### config.mk
export PLATFORM = sky130hd
export DESIGN_NAME = adc_capture
export DESIGN_NICKNAME = d
export VERILOG_FILES = /design/src/rtl/adc_capture_pkg.sv /design/src/rtl/adc_capture_avg.sv /design/src/rtl/adc_capture.sv
export SDC_FILE = /design/constraint.sdc
export NUM_CORES = 1
export LEC_CHECK = 0
export CAP_MARGIN = 25
export CORE_ASPECT_RATIO = 2
export CORE_MARGIN = 2
export CORE_UTILIZATION = 51
export CTS_CLUSTER_SIZE = 14
export DETAILED_ROUTE_END_ITERATION = 12
export MAX_ROUTING_LAYER = met4
export PLACE_DENSITY = 0.92
export SLEW_MARGIN = 20
export SYNTH_ARGS = -nofsm -noshare
export SYNTH_HDL_FRONTEND = slang
export SYNTH_SLANG_ARGS = --single-unit
### constraint.sdc
create_clock -name clkouta -period 4.3 [get_ports clkouta]
set_clock_uncertainty 0.05 [all_clocks]
set_input_delay 0.86 -clock clkouta [delete_from_list [all_inputs] [get_ports clkouta]]
set_output_delay 0.86 -clock clkouta [all_outputs]
set_load 0.02 [all_outputs]
### src/rtl/adc_capture_pkg.sv
// Shared constants, mode enum and sizing helper for the ADC capture block.
package adc_capture_pkg;

    localparam int unsigned DEF_DATA_W   = 16;
    localparam int unsigned DEF_DECIM    = 20001;
    localparam int unsigned DEF_AVG_LOG2 = 4;
    localparam int unsigned DEF_LED_LSB  = 1;
    localparam int unsigned DEF_DROP_W   = 16;

    typedef enum logic {
        MODE_PICK = 1'b0,
        MODE_AVG  = 1'b1
    } mode_e;

    // Width needed for a counter running 0..n-1 (never narrower than 1 bit).
    function automatic int unsigned cnt_width(input int unsigned n);
        return (n <= 2) ? 1 : $clog2(n);
    endfunction

endpackage

### src/rtl/adc_capture_avg.sv
// Windowed accumulator: sums the last 2**AVG_LOG2 samples of each window and
// presents the truncated mean combinationally during the window-end cycle.
module adc_capture_avg
    import adc_capture_pkg::*;
#(
    parameter int unsigned DATA_W   = DEF_DATA_W,
    parameter int unsigned DECIM    = DEF_DECIM,
    parameter int unsigned AVG_LOG2 = DEF_AVG_LOG2,
    parameter int unsigned CNT_W    = cnt_width(DEF_DECIM)
) (
    input  logic              clk,
    input  logic              rst_n,
    input  logic [CNT_W-1:0]  cnt_i,
    input  logic [DATA_W-1:0] data_i,
    output logic [DATA_W-1:0] avg_c_o
);

    localparam int unsigned ACC_W = DATA_W + AVG_LOG2;
    localparam int unsigned AVG_N = 1 << AVG_LOG2;
    localparam int unsigned START = DECIM - AVG_N;

    logic [ACC_W-1:0] acc_q;
    logic [ACC_W-1:0] acc_d;
    logic [ACC_W-1:0] sum_c;
    logic             load_c;

    // First averaged sample restarts the sum; the window end sees the full total in sum_c.
    always_comb begin
        load_c  = (cnt_i == CNT_W'(START));
        sum_c   = load_c ? ACC_W'(data_i) : (acc_q + ACC_W'(data_i));
        acc_d   = sum_c;
        avg_c_o = DATA_W'(sum_c >> AVG_LOG2);
    end

    always_ff @(posedge clk or negedge rst_n) begin
        if (!rst_n) begin
            acc_q <= '0;
        end else begin
            acc_q <= acc_d;
        end
    end

endmodule

### src/rtl/adc_capture.sv
// ADC decimator: one output word per DECIM-sample window (pick or average),
// valid/ready output register with drop counting. Average mode needs ADC_CAPTURE_AVG_EN.
module adc_capture
    import adc_capture_pkg::*;
#(
    parameter int unsigned DATA_W   = DEF_DATA_W,
    parameter int unsigned DECIM    = DEF_DECIM,
    parameter int unsigned AVG_LOG2 = DEF_AVG_LOG2,
    parameter int unsigned LED_LSB  = DEF_LED_LSB,
    parameter int unsigned DROP_W   = DEF_DROP_W
) (
    input  logic              clkouta,
    input  logic              rst_n,
    input  logic [DATA_W-1:0] data_in,
    input  logic              ofa,
    input  logic              avg_mode,
    output logic [DATA_W-1:0] data_out,
    output logic              data_out_valid,
    input  logic              data_out_ready,
    output logic              data_out_ovr,
    output logic [DROP_W-1:0] drop_cnt,
    output logic [7:0]        LED
);

    localparam int unsigned CNT_W = cnt_width(DECIM);
    localparam logic [CNT_W-1:0] CNT_LAST = CNT_W'(DECIM - 1);

    logic [CNT_W-1:0]  cnt_q,     cnt_d;
    logic              win_ovr_q, win_ovr_d;
    logic [DATA_W-1:0] out_q,     out_d;
    logic              out_vld_q, out_vld_d;
    logic              out_ovr_q, out_ovr_d;
    logic [DROP_W-1:0] drop_q,    drop_d;

    logic              win_end_c;
    logic              load_c;
    logic              drop_c;
    logic [DATA_W-1:0] result_c;

    assign win_end_c = (cnt_q == CNT_LAST);

`ifdef ADC_CAPTURE_AVG_EN
    mode_e             mode_q, mode_d;
    logic [DATA_W-1:0] avg_c;

    adc_capture_avg #(
        .DATA_W   (DATA_W),
        .DECIM    (DECIM),
        .AVG_LOG2 (AVG_LOG2),
        .CNT_W    (CNT_W)
    ) u_avg (
        .clk     (clkouta),
        .rst_n   (rst_n),
        .cnt_i   (cnt_q),
        .data_i  (data_in),
        .avg_c_o (avg_c)
    );

    // Mode is latched at window start so a mid-window change waits for the next window.
    always_comb begin
        mode_d = mode_q;
        if (cnt_q == '0) begin
            mode_d = mode_e'(avg_mode);
        end
    end

    always_ff @(posedge clkouta or negedge rst_n) begin
        if (!rst_n) begin
            mode_q <= MODE_PICK;
        end else begin
            mode_q <= mode_d;
        end
    end

    assign result_c = (mode_q == MODE_AVG) ? avg_c : data_in;
`else
    logic unused_c;

    assign unused_c = avg_mode ^ AVG_LOG2[0];
    assign result_c = data_in;
`endif

    // Window sequencing, over-range tracking and the output handshake register.
    always_comb begin
        cnt_d     = win_end_c ? '0 : (cnt_q + CNT_W'(1));
        win_ovr_d = win_end_c ? 1'b0 : (win_ovr_q | ofa);
        load_c    = win_end_c && (!out_vld_q || data_out_ready);
        drop_c    = win_end_c && out_vld_q && !data_out_ready;

        out_d     = out_q;
        out_ovr_d = out_ovr_q;
        out_vld_d = out_vld_q;
        drop_d    = drop_q;

        if (load_c) begin
            out_d     = result_c;
            out_ovr_d = win_ovr_q | ofa;
            out_vld_d = 1'b1;
        end else if (out_vld_q && data_out_ready) begin
            out_vld_d = 1'b0;
        end

        if (drop_c && (drop_q != '1)) begin
            drop_d = drop_q + DROP_W'(1);
        end
    end

    always_ff @(posedge clkouta or negedge rst_n) begin
        if (!rst_n) begin
            cnt_q     <= '0;
            win_ovr_q <= 1'b0;
            out_q     <= '0;
            out_vld_q <= 1'b0;
            out_ovr_q <= 1'b0;
            drop_q    <= '0;
        end else begin
            cnt_q     <= cnt_d;
            win_ovr_q <= win_ovr_d;
            out_q     <= out_d;
            out_vld_q <= out_vld_d;
            out_ovr_q <= out_ovr_d;
            drop_q    <= drop_d;
        end
    end

    assign data_out       = out_q;
    assign data_out_valid = out_vld_q;
    assign data_out_ovr   = out_ovr_q;
    assign drop_cnt       = drop_q;
    assign LED            = out_q[LED_LSB +: 8];

endmodule
==> results of run 1 <==
cells in the mapped netlist, types with 5 or more instances:
master | count | share of area
buf_4 | 9 | 0.029
nand3_1 | 10 | 0.022
nand4_1 | 7 | 0.019
xor2_1 | 13 | 0.049
nand2_1 | 16 | 0.026
xnor2_1 | 13 | 0.049
dfrtp_1 | 50 | 0.54
and3_1 | 5 | 0.014
nor2_1 | 21 | 0.034
mux2_2 | 15 | 0.073
inv_1 | 5 | 0.0081
sequential cells by signal, summed over array words and instances (netlist names):
register	count
data_out_valid	1
data_out_ovr	1
drop_cnt	16
cnt_q	15
data_out	16
win_ovr_q	1
where the power goes:
| part | switching (W) | internal [W] | leakage [nW] | total [W] |
|---|---|---|---|---|
| Clock | 0.000152 | 0.000115 | 0.0452 | 0.000267 |
| Sequential | 0.00000518 | 0.000478 | 0.640 | 0.000483 |
| Combinational | 0.0000336 | 0.0000419 | 0.667 | 0.0000754 |
logic make-up (layout without fill, tap and decap cells):
group | count (synthesis) | in the layout
AO/OA/AOI/OAI | 4 | 4
buffers and inverters | 15 | 75
adder cells (fa/ha/maj) | 3 | 3
flip-flops | 50 | 50
AND/OR/NAND/NOR | 76 | 76
multiplexers | 17 | 17
XOR/XNOR | 27 | 27
final timing paths:
check / start / to / slack, ns / cells after the start
min in group clkouta: cnt_q[14]$_DFF_PN0_ / cnt_q[14]$_DFF_PN0_ / 0.43 / 1
max in group asynchronous: rst_n / cnt_q[6]$_DFF_PN0_ / 3.26 / 2
hold / removal: rst_n / data_out[1]$_DFFE_PN0P_ / 0.42 / 1
setup / recovery: drop_cnt[2]$_DFFE_PN0P_ / drop_cnt[2] / 1.97 / 1
setup reg to reg: cnt_q[4]$_DFF_PN0_ / drop_cnt[12]$_DFFE_PN0P_ / 2.14 / 5
hold reg to reg: cnt_q[14]$_DFF_PN0_ / cnt_q[14]$_DFF_PN0_ / 0.43 / 1
area by class of cell:
class | instances | area (µm²)
clock inverter | 2 | 13.8
timing repair buffer | 62 | 626
clock buffer | 6 | 72.6
inverter | 5 | 18.8
sequential | 50 | 1250
multi-input combinational | 127 | 967
tap | 54 | 67.6
fill | 326 | 1320
metrics by stage:
step	hold WS, ns	std cells
floorplan	0.388	192
global placement	0.401	297
detailed placement	0.417	298
CTS	0.427	306
global route	0.449	306
finish	0.418	306
metal layers:
layer  wire length (µm)  up-vias
li1                   -      767
met1               1630      753
met2               2720       44
met3                195       12
met4                154        0
met5                  0        -
==> results by group, run 1 <==
Routing
  • Router iterations before antenna repair: 3
  • Routed Antenna Nets: 0
  • Vias: 1,576
  • Initial drt markers: 26
  • Vias/cell: 5.15
  • WL final: 4700 µm
  • WL/cell: 15.4 µm
  • DRC: 0

Synth
  • Post-synthesis simple-gate area fraction: 0.193
  • Post-Synthesis Mean Instance Area: 12.1 µm²
  • Synthesized instance count: 192
  • #FFs+latches synth: 50
  • Synth Area in Compound Gates: 0.0211
  • Post-Syn Nets: 216
  • Ys async rst share: 1.00
  • Sequential area share after synthesis: 0.540
  • Predominant post-synthesis flop cell: dfrtp_1
  • Synth cell types: 34
  • Proportion of synthesized area in mux cells: 0.0821
  • Largest family of logic cells by synthesized area: simple AND/OR/NAND/NOR gates
  • Ys Warns: 0
  • EDFF count, synth: 0
  • Synth Area in Adders: 0.0162
  • Xor/xnor share of the synthesized area: 0.105
  • Mapped Area: 0.00232 mm²

Final layout
  • Number of diodes: 0
  • Commonest cells after routing, fill and taps aside: clkdlybuf4s50_1, dfrtp_1, nor2_1
  • Net count reported at finish: 275
  • Commonest non-fill, non-tap cell in the layout: clkdlybuf4s50_1
  • Area grow syn2layout: 30.3%
  • Share of cells above drive strength 1: 0.151
  • Post-Layout Inst Area: 0.00302 mm²
  • Final core utilization: 0.695

Timing
  • Final WS setup: 1.97 ns
  • Min Tclk post-route: 2.33 ns
  • Worst-Margin Slew: 0.509 ns
  • Final worst-path cycle share: 0.541
  • Max Slew Vio Count: 0
  • RSZ-0062 raised after global routing: false
  • Final setup violation count: 0
  • Slew HR: 0.660
  • Max Freq: 430 MHz
  • Fin Setup TNS: 0 ns
  • Final-report hold violation count: 0

Place
  • GP Congestion: 0.748
  • PortBufs: 61
  • Pre-CTS WS: 1.73 ns
  • Placed inst area: 0.00293 mm²
  • HPWL after DPL: 3650 µm

Global routing
  • Congestion Overflow GR: 0
  • Vias in the first global route: 1,649
  • Met3 Track Usage GR: 0.0465
  • First-pass GRT wire length: 7730 µm
  • Largest net degree at the start of global routing: 35
  • Total track usage: 0.213
  • Initial antenna violation count: 0
  • Met1 usage: 0.215
  • Met2 usage: 0.374
  • Gr busiest metal: met2

Clock network
  • Max clock buf depth: 2
  • CTS Hold Bufs: 0
  • TritonCTS Sinks: 50
  • Number of buffers added for setup after CTS: 0
  • CTS tree: built
  • Clk_lat worst skew: 0.31 ns
  • Num CTS Buffers: 5
  • Root buffer cell: clkbuf_8
  • Clock slew at reported path FFs: 0.09 ns
  • # H-tree levels: 2
  • CTS resizes: 0

Die
  • Io pins: 63
  • Cell Rows: 34
  • Die Wd: 51.7 µm
  • Die Ht: 99.3 µm
  • Initial core utilization: 0.534
  • Core area: 0.00434 mm²
  • Die area: 0.00513 mm²

Setup path
  • Max incr delay on CP: 0.65 ns
  • Required @ worst endpoint: 3.39 ns
  • CP endpoint kind: output port
  • Critical-path top delay cell: clkdlybuf4s50_1
  • Crit Path Class: register to output port
  • CP Launch Type: register
  • Crit Path Max Fanout: 6
  • Worst path cell trace: clkdlybuf4s50_1
  • CP delay by family, top: buffers and inverters
  • Crit path arrival time: 1.42 ns
  • WP buf/inv: 1

Pwr
  • Total Power: 0.000826 W
  • PD cells: 274 mW/mm²
  • VDD IR max: 0.293 mV
  • Leak pwr: 1.35 nW

Job
  • Max cap viols: 0

Outcome
  • Status: complete, no violations

Min path
  • Hold crit path type: input port to async pin
Power figures use the tool's default switching activity.
==> inputs of run 2 (changes only) <==
--- a/config.mk
+++ b/config.mk
@@ -8,11 +8,11 @@
 export CAP_MARGIN = 25
 export CORE_ASPECT_RATIO = 2
 export CORE_MARGIN = 2
-export CORE_UTILIZATION = 51
+export CORE_UTILIZATION = 48
 export CTS_CLUSTER_SIZE = 14
 export DETAILED_ROUTE_END_ITERATION = 12
 export MAX_ROUTING_LAYER = met4
-export PLACE_DENSITY = 0.92
+export PLACE_DENSITY = 0.88
 export SLEW_MARGIN = 20
 export SYNTH_ARGS = -nofsm -noshare
 export SYNTH_HDL_FRONTEND = slang
==> constraint.sdc (replaced) <==
create_clock -name clkouta -period 2.25 [get_ports clkouta]
set_clock_uncertainty 0.05 [all_clocks]
set_input_delay 0.45 -clock clkouta [delete_from_list [all_inputs] [get_ports clkouta]]
set_output_delay 0.45 -clock clkouta [all_outputs]
set_load 0.02 [all_outputs]
==> run 2 against run 1 <==
Flip-flop and latch count is the same. Sequential power grew 91%. Wire length shrank 2.3%. Combinational power grew 87%. Critical path depth grew 6. Final area grew 1.4%. Worst hold slack lost 0.24 ns. Die area grew 5.9%. Via count grew 3.9%. Clock power grew 95%. Register-to-register slack lost 1.9 ns. Largest power group unchanged.
==> results by group, run 2 (synthesized netlist as in run 1, its figures left out) <==
Outcome
  • Status: complete, no violations

Setup path
  • Crit Path Class: register to register
  • CP delay by family, top: simple AND/OR/NAND/NOR gates
  • CP endpoint kind: register
  • Crit path arrival time: 2.19 ns
  • RR Startpoint: cnt_q[0]$_DFF_PN0_
  • CP Launch Type: register
  • Required @ worst endpoint: 2.43 ns
  • Max incr delay on CP: 0.45 ns
  • Critical-path top delay cell: a311o_4
  • CP startpoint: cnt_q[0]$_DFF_PN0_
  • Crit Path Max Fanout: 7
  • WP buf/inv: 1
  • Worst path cell trace: inv_1 -> ha_1 -> and3b_1 -> nand4_2 -> a311o_4 -> nor4_2 -> xor2_1

Clock network
  • CTS tree: built
  • Num CTS Buffers: 5
  • Number of buffers added for setup after CTS: 0
  • CTS Hold Bufs: 0
  • TritonCTS Sinks: 50
  • Clock slew at reported path FFs: 0.09 ns
  • CTS resizes: 0
  • Root buffer cell: clkbuf_8
  • # H-tree levels: 2
  • Max clock buf depth: 2
  • Clk_lat worst skew: 0.31 ns

Timing
  • Final-report hold violation count: 0
  • WHS: 0.177 ns
  • RSZ-0062 raised after global routing: false
  • Min Tclk post-route: 2.01 ns
  • Fin Setup TNS: 0 ns
  • Max Slew Vio Count: 0
  • Final setup violation count: 0
  • Max Freq: 499 MHz
  • Final worst-path cycle share: 0.892
  • Slew HR: 0.592
  • Worst-Margin Slew: 0.612 ns

Die
  • Die Ht: 102 µm
  • Die Wd: 53.1 µm
  • Die area: 0.00543 mm²
  • Cell Rows: 35
  • Core area: 0.00464 mm²
  • Initial core utilization: 0.499
  • Io pins: 63

Job
  • Max cap viols: 0

Routing
  • Router iterations before antenna repair: 4
  • DRC: 0
  • Vias: 1,638
  • WL/cell: 14.7 µm
  • Routed Antenna Nets: 0
  • Initial drt markers: 18
  • WL final: 4590 µm
  • Vias/cell: 5.25

Place
  • PortBufs: 61
  • GP Congestion: 0.776
  • HPWL after DPL: 3420 µm
  • Placed inst area: 0.00297 mm²
  • Placed Cells: 304

Final layout
  • Non-Filler Instances: 312
  • Commonest non-fill, non-tap cell in the layout: clkdlybuf4s50_1
  • Net count reported at finish: 280
  • Number of diodes: 0
  • Area grow syn2layout: 32.1%
  • Share of cells above drive strength 1: 0.171
  • Commonest cells after routing, fill and taps aside: clkdlybuf4s50_1, dfrtp_1, nor2_1
  • Post-Layout Inst Area: 0.00306 mm²

Global routing
  • Largest net degree at the start of global routing: 51
  • Total track usage: 0.197
  • Vias in the first global route: 1,667
  • Initial antenna violation count: 0
  • First-pass GRT wire length: 7550 µm
  • Congestion Overflow GR: 0

Min path
  • Hold crit path type: input port to async pin

Pwr
  • Leak pwr: 1.38 nW
  • PD cells: 518 mW/mm²
  • VDD IR max: 0.433 mV
==> run 2: worst register-to-register path: stages (launching register included) <==
cell	delay, ns
dfrtp_1	0.43
inv_1	0.08
ha_1	0.14
and3b_1	0.18
nand4_2	0.23
a311o_4	0.45
nor4_2	0.20
xor2_1	0.18
==> run 2: final cells by class <==
cell class / instances / area [µm²]
Fill cell: 376 / 1580
Sequential cell: 50 / 1250
Multi-Input combinational cell: 127 / 967
Timing Repair Buffer: 67 / 663
Clock buffer: 5 / 68.8
Tap cell: 55 / 68.8
Clock inverter: 3 / 21.3
Inverter: 5 / 18.8
==> run 2: per-stage QoR <==
stage	util	power [W]	setup slack (ns)
CTS	0.659	0.00160	0.224
global placement	0.640	0.00108	0.212
detailed placement	0.640	0.00108	0.195
global route	0.659	0.00164	0.126
floorplan	-	0.000994	0.311
finish	0.659	0.00158	0.244
==> run 2: path summary, 6_finish.rpt <==
| check | end | slack [ns] | depth (start not counted) |
|---|---|---|---|
| setup / recovery | drop_cnt[14]$_DFFE_PN0P_ | 0.24 | 7 |
| hold / removal | data_out[8]$_DFFE_PN0P_ | 0.18 | 2 |
| setup reg to reg | drop_cnt[14]$_DFFE_PN0P_ | 0.24 | 7 |
| hold reg to reg | cnt_q[14]$_DFF_PN0_ | 0.42 | 1 |
| max in group asynchronous | drop_cnt[15]$_DFFE_PN0P_ | 1.56 | 2 |
| min in group clkouta | cnt_q[14]$_DFF_PN0_ | 0.42 | 1 |
==> run 2: per-layer routing <==
layer	global-route usage	wire [µm]	up-vias
li1	-	-	771
met1	0.197	1660	803
met2	0.348	2580	53
met3	0.0322	198	11
met4	0.110	154	0
met5	-	0	-
==> run 2: power by group <==
part           switching (W)  total (W)  internal [W]
Combinational      0.0000631   0.000141     0.0000777
Sequential        0.00000907   0.000922      0.000913
Clock               0.000302   0.000520      0.000219
